## config.mk

```make
export PLATFORM = sky130hd
export DESIGN_NAME = ts_packet_tx
export DESIGN_NICKNAME = d
export VERILOG_FILES = /design/src/rtl/ts_pkg.sv /design/src/rtl/ts_null_gen.sv /design/src/rtl/ts_packet_tx.sv
export SDC_FILE = /design/constraint.sdc
export NUM_CORES = 1
export LEC_CHECK = 0
export ABC_AREA = 1
export BUFFER_PORTS_ARGS = -buffer_cell sky130_fd_sc_hd__buf_2
export CAP_MARGIN = 10
export CELL_PAD_IN_SITES_DETAIL_PLACEMENT = 0
export CELL_PAD_IN_SITES_GLOBAL_PLACEMENT = 1
export CORE_AREA = 2 2 101 74
export DETAILED_ROUTE_END_ITERATION = 10
export DIE_AREA = 0 0 103 76
export HOLD_SLACK_MARGIN = 0.15
export PLACE_DENSITY_LB_ADDON = 0.1
export REMOVE_ABC_BUFFERS = 1
export SYNTH_ARGS = -nofsm -noshare
export SYNTH_HDL_FRONTEND = slang
export SYNTH_SLANG_ARGS = --single-unit
```

## constraint.sdc

```tcl
create_clock -name clk -period 1.9 [get_ports clk]
set_input_delay 0.38 -clock clk [delete_from_list [all_inputs] [get_ports clk]]
set_output_delay 0.38 -clock clk [all_outputs]
set_load 0.01 [all_outputs]
```

## src/rtl/ts_pkg.sv

```systemverilog
// Shared MPEG-TS constants and FSM encoding for the packet transmitter.
package ts_pkg;

  localparam logic [7:0]  TS_SYNC_BYTE = 8'h47;
  localparam int          TS_PKT_LEN   = 188;
  localparam logic [12:0] NULL_PID     = 13'h1FFF;
  localparam logic [7:0]  STUFF_BYTE   = 8'hFF;
  // Null header byte 3: payload only, continuity counter 0.
  localparam logic [7:0]  NULL_AFC_CC  = 8'h10;

  typedef enum logic [1:0] {
    ST_BOUND = 2'd0,
    ST_DATA  = 2'd1,
    ST_NULLP = 2'd2
  } ts_state_e;

endpackage

```

## src/rtl/ts_null_gen.sv

```systemverilog
// Null-packet byte generator: maps a packet offset to the null packet byte.
module ts_null_gen
  import ts_pkg::*;
#(
  parameter int OFF_W = 8
) (
  input  logic [OFF_W-1:0] i_offset,
  output logic [7:0]       o_byte
);

  always_comb begin
    o_byte = STUFF_BYTE;
    case (i_offset)
      OFF_W'(0): o_byte = TS_SYNC_BYTE;
      OFF_W'(1): o_byte = {3'b000, NULL_PID[12:8]};
      OFF_W'(2): o_byte = NULL_PID[7:0];
      OFF_W'(3): o_byte = NULL_AFC_CC;
      default:   o_byte = STUFF_BYTE;
    endcase
  end

endmodule

```

## src/rtl/ts_packet_tx.sv

```systemverilog
// TS packet transmitter: forwards upstream packets on byte ticks, stuffing
// null packets between them and counting framing errors.
module ts_packet_tx
  import ts_pkg::*;
#(
  parameter logic [7:0] SYNC_BYTE = TS_SYNC_BYTE,
  parameter int         PKT_LEN   = TS_PKT_LEN
) (
  input  logic        clk,
  input  logic        rst,
  input  logic        tick,
  input  logic [7:0]  byte_in,
  input  logic        byte_valid,
  input  logic        sop_in,
  output logic        byte_ready,
  output logic [7:0]  byte_out,
  output logic        valid,
  output logic        sync,
  output logic [15:0] null_cnt,
  output logic [7:0]  err_cnt
);

  localparam int               OFF_W    = $clog2(PKT_LEN);
  localparam logic [OFF_W-1:0] LAST_OFF = OFF_W'(PKT_LEN - 1);

  function automatic logic [15:0] sat_inc16(input logic [15:0] v);
    return (&v) ? v : v + 16'd1;
  endfunction

  function automatic logic [7:0] sat_inc8(input logic [7:0] v);
    return (&v) ? v : v + 8'd1;
  endfunction

  ts_state_e        r_state;
  ts_state_e        w_state_nxt;
  logic [OFF_W-1:0] r_offset;
  logic [OFF_W-1:0] w_offset_nxt;

  logic [7:0]  w_null_byte;
  logic [7:0]  w_byte_nxt;
  logic        w_sync_nxt;
  logic        w_err_inc;
  logic        w_null_inc;

  logic [7:0]  r_byte_p1;
  logic        r_vld_p1;
  logic        r_sync_p1;
  logic [15:0] r_null_cnt;
  logic [7:0]  r_err_cnt;

  ts_null_gen #(
    .OFF_W (OFF_W)
  ) u_null_gen (
    .i_offset (r_offset),
    .o_byte   (w_null_byte)
  );

  assign byte_ready = tick && (r_state != ST_NULLP);

  always_ff @(posedge clk) begin
    if (rst) begin
      r_state  <= ST_BOUND;
      r_offset <= '0;
    end else begin
      r_state  <= w_state_nxt;
      r_offset <= w_offset_nxt;
    end
  end

  always_comb begin
    w_state_nxt  = r_state;
    w_offset_nxt = r_offset;
    if (tick) begin
      case (r_state)
        ST_BOUND: begin
          w_offset_nxt = OFF_W'(1);
          w_state_nxt  = (byte_valid && sop_in) ? ST_DATA : ST_NULLP;
        end
        ST_DATA, ST_NULLP: begin
          if (r_offset == LAST_OFF) begin
            w_state_nxt  = ST_BOUND;
            w_offset_nxt = '0;
          end else begin
            w_offset_nxt = r_offset + 1'b1;
          end
        end
        default: begin
          w_state_nxt  = ST_BOUND;
          w_offset_nxt = '0;
        end
      endcase
    end
  end

  // Byte selection and error/null events for the current slot; gated by tick below.
  always_comb begin
    w_byte_nxt = w_null_byte;
    w_sync_nxt = 1'b0;
    w_err_inc  = 1'b0;
    w_null_inc = 1'b0;
    case (r_state)
      ST_BOUND: begin
        w_sync_nxt = 1'b1;
        if (byte_valid && sop_in) begin
          w_byte_nxt = SYNC_BYTE;
          w_err_inc  = (byte_in != SYNC_BYTE);
        end else begin
          w_null_inc = 1'b1;
          w_err_inc  = byte_valid;
        end
      end
      ST_DATA: begin
        if (byte_valid) begin
          w_byte_nxt = byte_in;
          w_err_inc  = sop_in;
        end else begin
          w_byte_nxt = STUFF_BYTE;
          w_err_inc  = 1'b1;
        end
      end
      default: ;
    endcase
  end

  // Stage p1: registered output byte, qualifiers and counters
  always_ff @(posedge clk) begin
    if (rst) begin
      r_byte_p1  <= '0;
      r_vld_p1   <= 1'b0;
      r_sync_p1  <= 1'b0;
      r_null_cnt <= '0;
      r_err_cnt  <= '0;
    end else begin
      r_vld_p1  <= tick;
      r_sync_p1 <= tick && w_sync_nxt;
      if (tick) begin
        r_byte_p1 <= w_byte_nxt;
        if (w_null_inc) r_null_cnt <= sat_inc16(r_null_cnt);
        if (w_err_inc)  r_err_cnt  <= sat_inc8(r_err_cnt);
      end
    end
  end

  assign byte_out = r_byte_p1;
  assign valid    = r_vld_p1;
  assign sync     = r_sync_p1;
  assign null_cnt = r_null_cnt;
  assign err_cnt  = r_err_cnt;

endmodule

```

==> flow_summary.toml <==
[cts]
tritoncts = "built"
clock_path_buffers = 2
clock_latency_ps = 310
clk_transition_reported_paths_ps = 100
cts_made_buffers = 5
cts-hold-fix-buffers = 0
cts_root_buffer = "sky130_fd_sc_hd__clkbuf_8"
htree_levels = 2
cts.sinks = 44

[detailed_routing]
detail_route.wl_per_cell_um = 12.3
dr.first_iter.drc_count = 106
avgViaCountPerCell = 4.59
finalWirelength_um = 6850
route.antenna.remaining_nets = 0
dr_total_vias = 2551
detail_route.drc_violations = 0
drt-pass1-iter-count = 4

[global_routing]
grt_first_pass_wirelength_um = 11300
number_of_antenna_violations_at_the_first_check_in_global_routing = 0
grt_pass1_vias = 2259
global_route.overflow_total = 0
grt_start_max_net_pins = 17
grt_use_total = 0.181

[floorplanning]
dieArea_sq_um = 7830
die_height_um = 76
initial_utilization = 0.374
core-area_sq_um = 6960
design.portCount = 48
die_width_um = 103
row_count = 26

[power_and_ir_drop]
total_power_mw = 2.20
powerDensity_nw_per_um2 = 709
comb_power_share = 0.206
sequential_power_share = 0.452
power.clock.fraction = 0.342
power.share.switching = 0.313
power_leakage_nw = 1.45
ir_drop_mv = 0.396
p_sw_mw = 0.690
total_internal_power_mw = 1.51

[synthesis]
synthesis.area_sq_um = 2600
ys_ff_latch = 44
yosysMostFrequentCell = "sky130_fd_sc_hd__nand2_1"
yosys_warnings = 0
synth_enable_flop_cells = 0
synth_cell_type_count = 27
avgSynthCellArea_sq_um = 6.51
synthesis.instances = 400
synth.yosys.seq_area_share = 0.338
synth-main-ff-cell = "sky130_fd_sc_hd__dfxtp_1"
asyncSetResetFlopFracSynth = 0
synthDominantAreaCellType = "sky130_fd_sc_hd__dfxtp_1"
commonest_cells_post_synth = "112 x sky130_fd_sc_hd__nand2_1, 71 x sky130_fd_sc_hd__nor2_1, 44 x sky130_fd_sc_hd__dfxtp_1, 44 x sky130_fd_sc_hd__inv_1, 25 x sky130_fd_sc_hd__nand3_1"
fraction_of_post_synthesis_cell_area_in_the_top_cell_type_by_area = 0.338
synth_top_cells_by_area = "sky130_fd_sc_hd__dfxtp_1 34%, sky130_fd_sc_hd__nand2_1 16%, sky130_fd_sc_hd__nor2_1 10%"

[placed_design]
place_worst_setup_slack_ps = 182
gpl.final_weighted_congestion = 0.831
buffer_ports.inserted = 47
post_dp_hpwl_um = 5290
dpl-instance-area_sq_um = 2990
numPlacedInstances = 548

[worst_setup_path]
critical_path.endpoint_type = "flip-flop"
crit_path_max_fanout = 14
worstPathArrival_ps = 1900
critical_path.startpoint_type = "flip-flop"
crit_required_ps = 2090
crit_type = "flip-flop to flip-flop"

[sta]
worst_hold_margin_ps = 375
finClkSkew_ps = 13.7
fin_setup_tns_ps = 0
finalSetupViolCount = 0
maxSlewHeadroom = 0.778
finalMaxSlewViolations = 0
post-route-min-period_ps = 1710
period_share = 0.898
hold_viol_final = 0
clock.fmax_mhz = 586
setup_repair_after_global_routing_missed_its_margin = "false"
post-route-worst-setup-slack_ps = 194
max_slew.worst_pin.slew_ps = 332

[layout]
multiInputGateArea_sq_um = 1500
layout.area.seq_sq_um = 881
layout-area-overhead-vs-synth_pct = 19.4
antennaDiodeCount = 0
final_layout_size_suffix_gt1_frac = 0.192
stdcell_count = 556
n_fill_cell = 769
nNetsFinal = 479
fin_area_sq_um = 3110
share_of_the_core_filled_with_cells_in_the_final_layout = 0.447

[job]
maxCapViolCount = 0

[min_path]
min_path_type = "input port to flip-flop"

[outcome]
run_status = "complete, no violations"
timing repair:
item | CTS | global route
gates resized for setup | 0 | 1
setup endpoints to repair | 0 | 2
buffers inserted | 0 | 0
layer usage:
layer / wire (um) / track usage
met1: 3900 / 0.306
met2: 2520 / 0.229
met4: 48 / 0.0395
met5: 0 / 0
met3: 378 / 0.0367
worst max-delay path: stages, from the launching register on:
cell,delay [ps]
sky130_fd_sc_hd__dfxtp_1,400
sky130_fd_sc_hd__inv_1,80
sky130_fd_sc_hd__ha_1,280
sky130_fd_sc_hd__nand2_1,150
sky130_fd_sc_hd__nor2_2,70
sky130_fd_sc_hd__nand2_4,190
sky130_fd_sc_hd__clkinv_2,230
sky130_fd_sc_hd__nand2_1,140
sky130_fd_sc_hd__a21oi_2,50
flip-flops by register name (all words and copies together), names as in the netlist:
name / flops
byte_out: 8
null_cnt: 16
sync: 1
valid: 1
err_cnt: 8
r_state: 2
r_offset: 8
cell usage in the layout (no fill, tap or decap), types with 5 or more instances in the layout:
| master | instances |
|---|---|
| sky130_fd_sc_hd__inv_1 | 44 |
| sky130_fd_sc_hd__a21oi_1 | 19 |
| sky130_fd_sc_hd__ha_1 | 9 |
| sky130_fd_sc_hd__buf_4 | 11 |
| sky130_fd_sc_hd__nand3_1 | 25 |
| sky130_fd_sc_hd__nand2_1 | 112 |
| sky130_fd_sc_hd__o21ai_0 | 16 |
| sky130_fd_sc_hd__xor2_1 | 9 |
| sky130_fd_sc_hd__nand4_1 | 6 |
| sky130_fd_sc_hd__a21oi_2 | 11 |
| sky130_fd_sc_hd__nor2_1 | 71 |
| sky130_fd_sc_hd__dfxtp_1 | 44 |
| sky130_fd_sc_hd__xnor2_1 | 5 |
| sky130_fd_sc_hd__clkbuf_8 | 5 |
| sky130_fd_sc_hd__buf_2 | 47 |
final cells by class:
type,count,area share
clock buffers,5,0.0221
clock inverters,3,0.0153
inverters,46,0.0559
multi-input cells,302,0.482
flip-flops and latches,44,0.283
well taps,98,0.0394
repair buffers,58,0.102
cell families (layout without fill, tap and decap cells):
| family | Yosys count | count (layout) | synth area share |
|---|---|---|---|
| AO/OA/AOI/OAI | 50 | 50 | 0.116 |
| XOR/XNOR | 14 | 14 | 0.0471 |
| adder cells (fa/ha/maj) | 9 | 9 | 0.0432 |
| buffers and inverters | 54 | 112 | 0.0869 |
| flip-flops | 44 | 44 | 0.338 |
| AND/OR/NAND/NOR | 229 | 229 | 0.369 |
path summary, 6_finish.rpt:
check	start	to	slack [ps]	depth (start not counted)
max reg2reg	r_state[0]	null_cnt[15]	190	8
min	rst	err_cnt[7]	370	2
min reg2reg	null_cnt[10]	null_cnt[10]	510	2
max	r_state[0]	null_cnt[15]	190	8
power by group through the flow:
stage	sequential (mW)	combinational, mW	clock [mW]
floorplan	1.03	0.270	0
CTS	0.995	0.458	0.782
detailed placement	1.02	0.455	0
global route	1.00	0.516	0.819
finish	0.995	0.454	0.754
global placement	1.02	0.456	0
(Power assumes the default switching activity.)
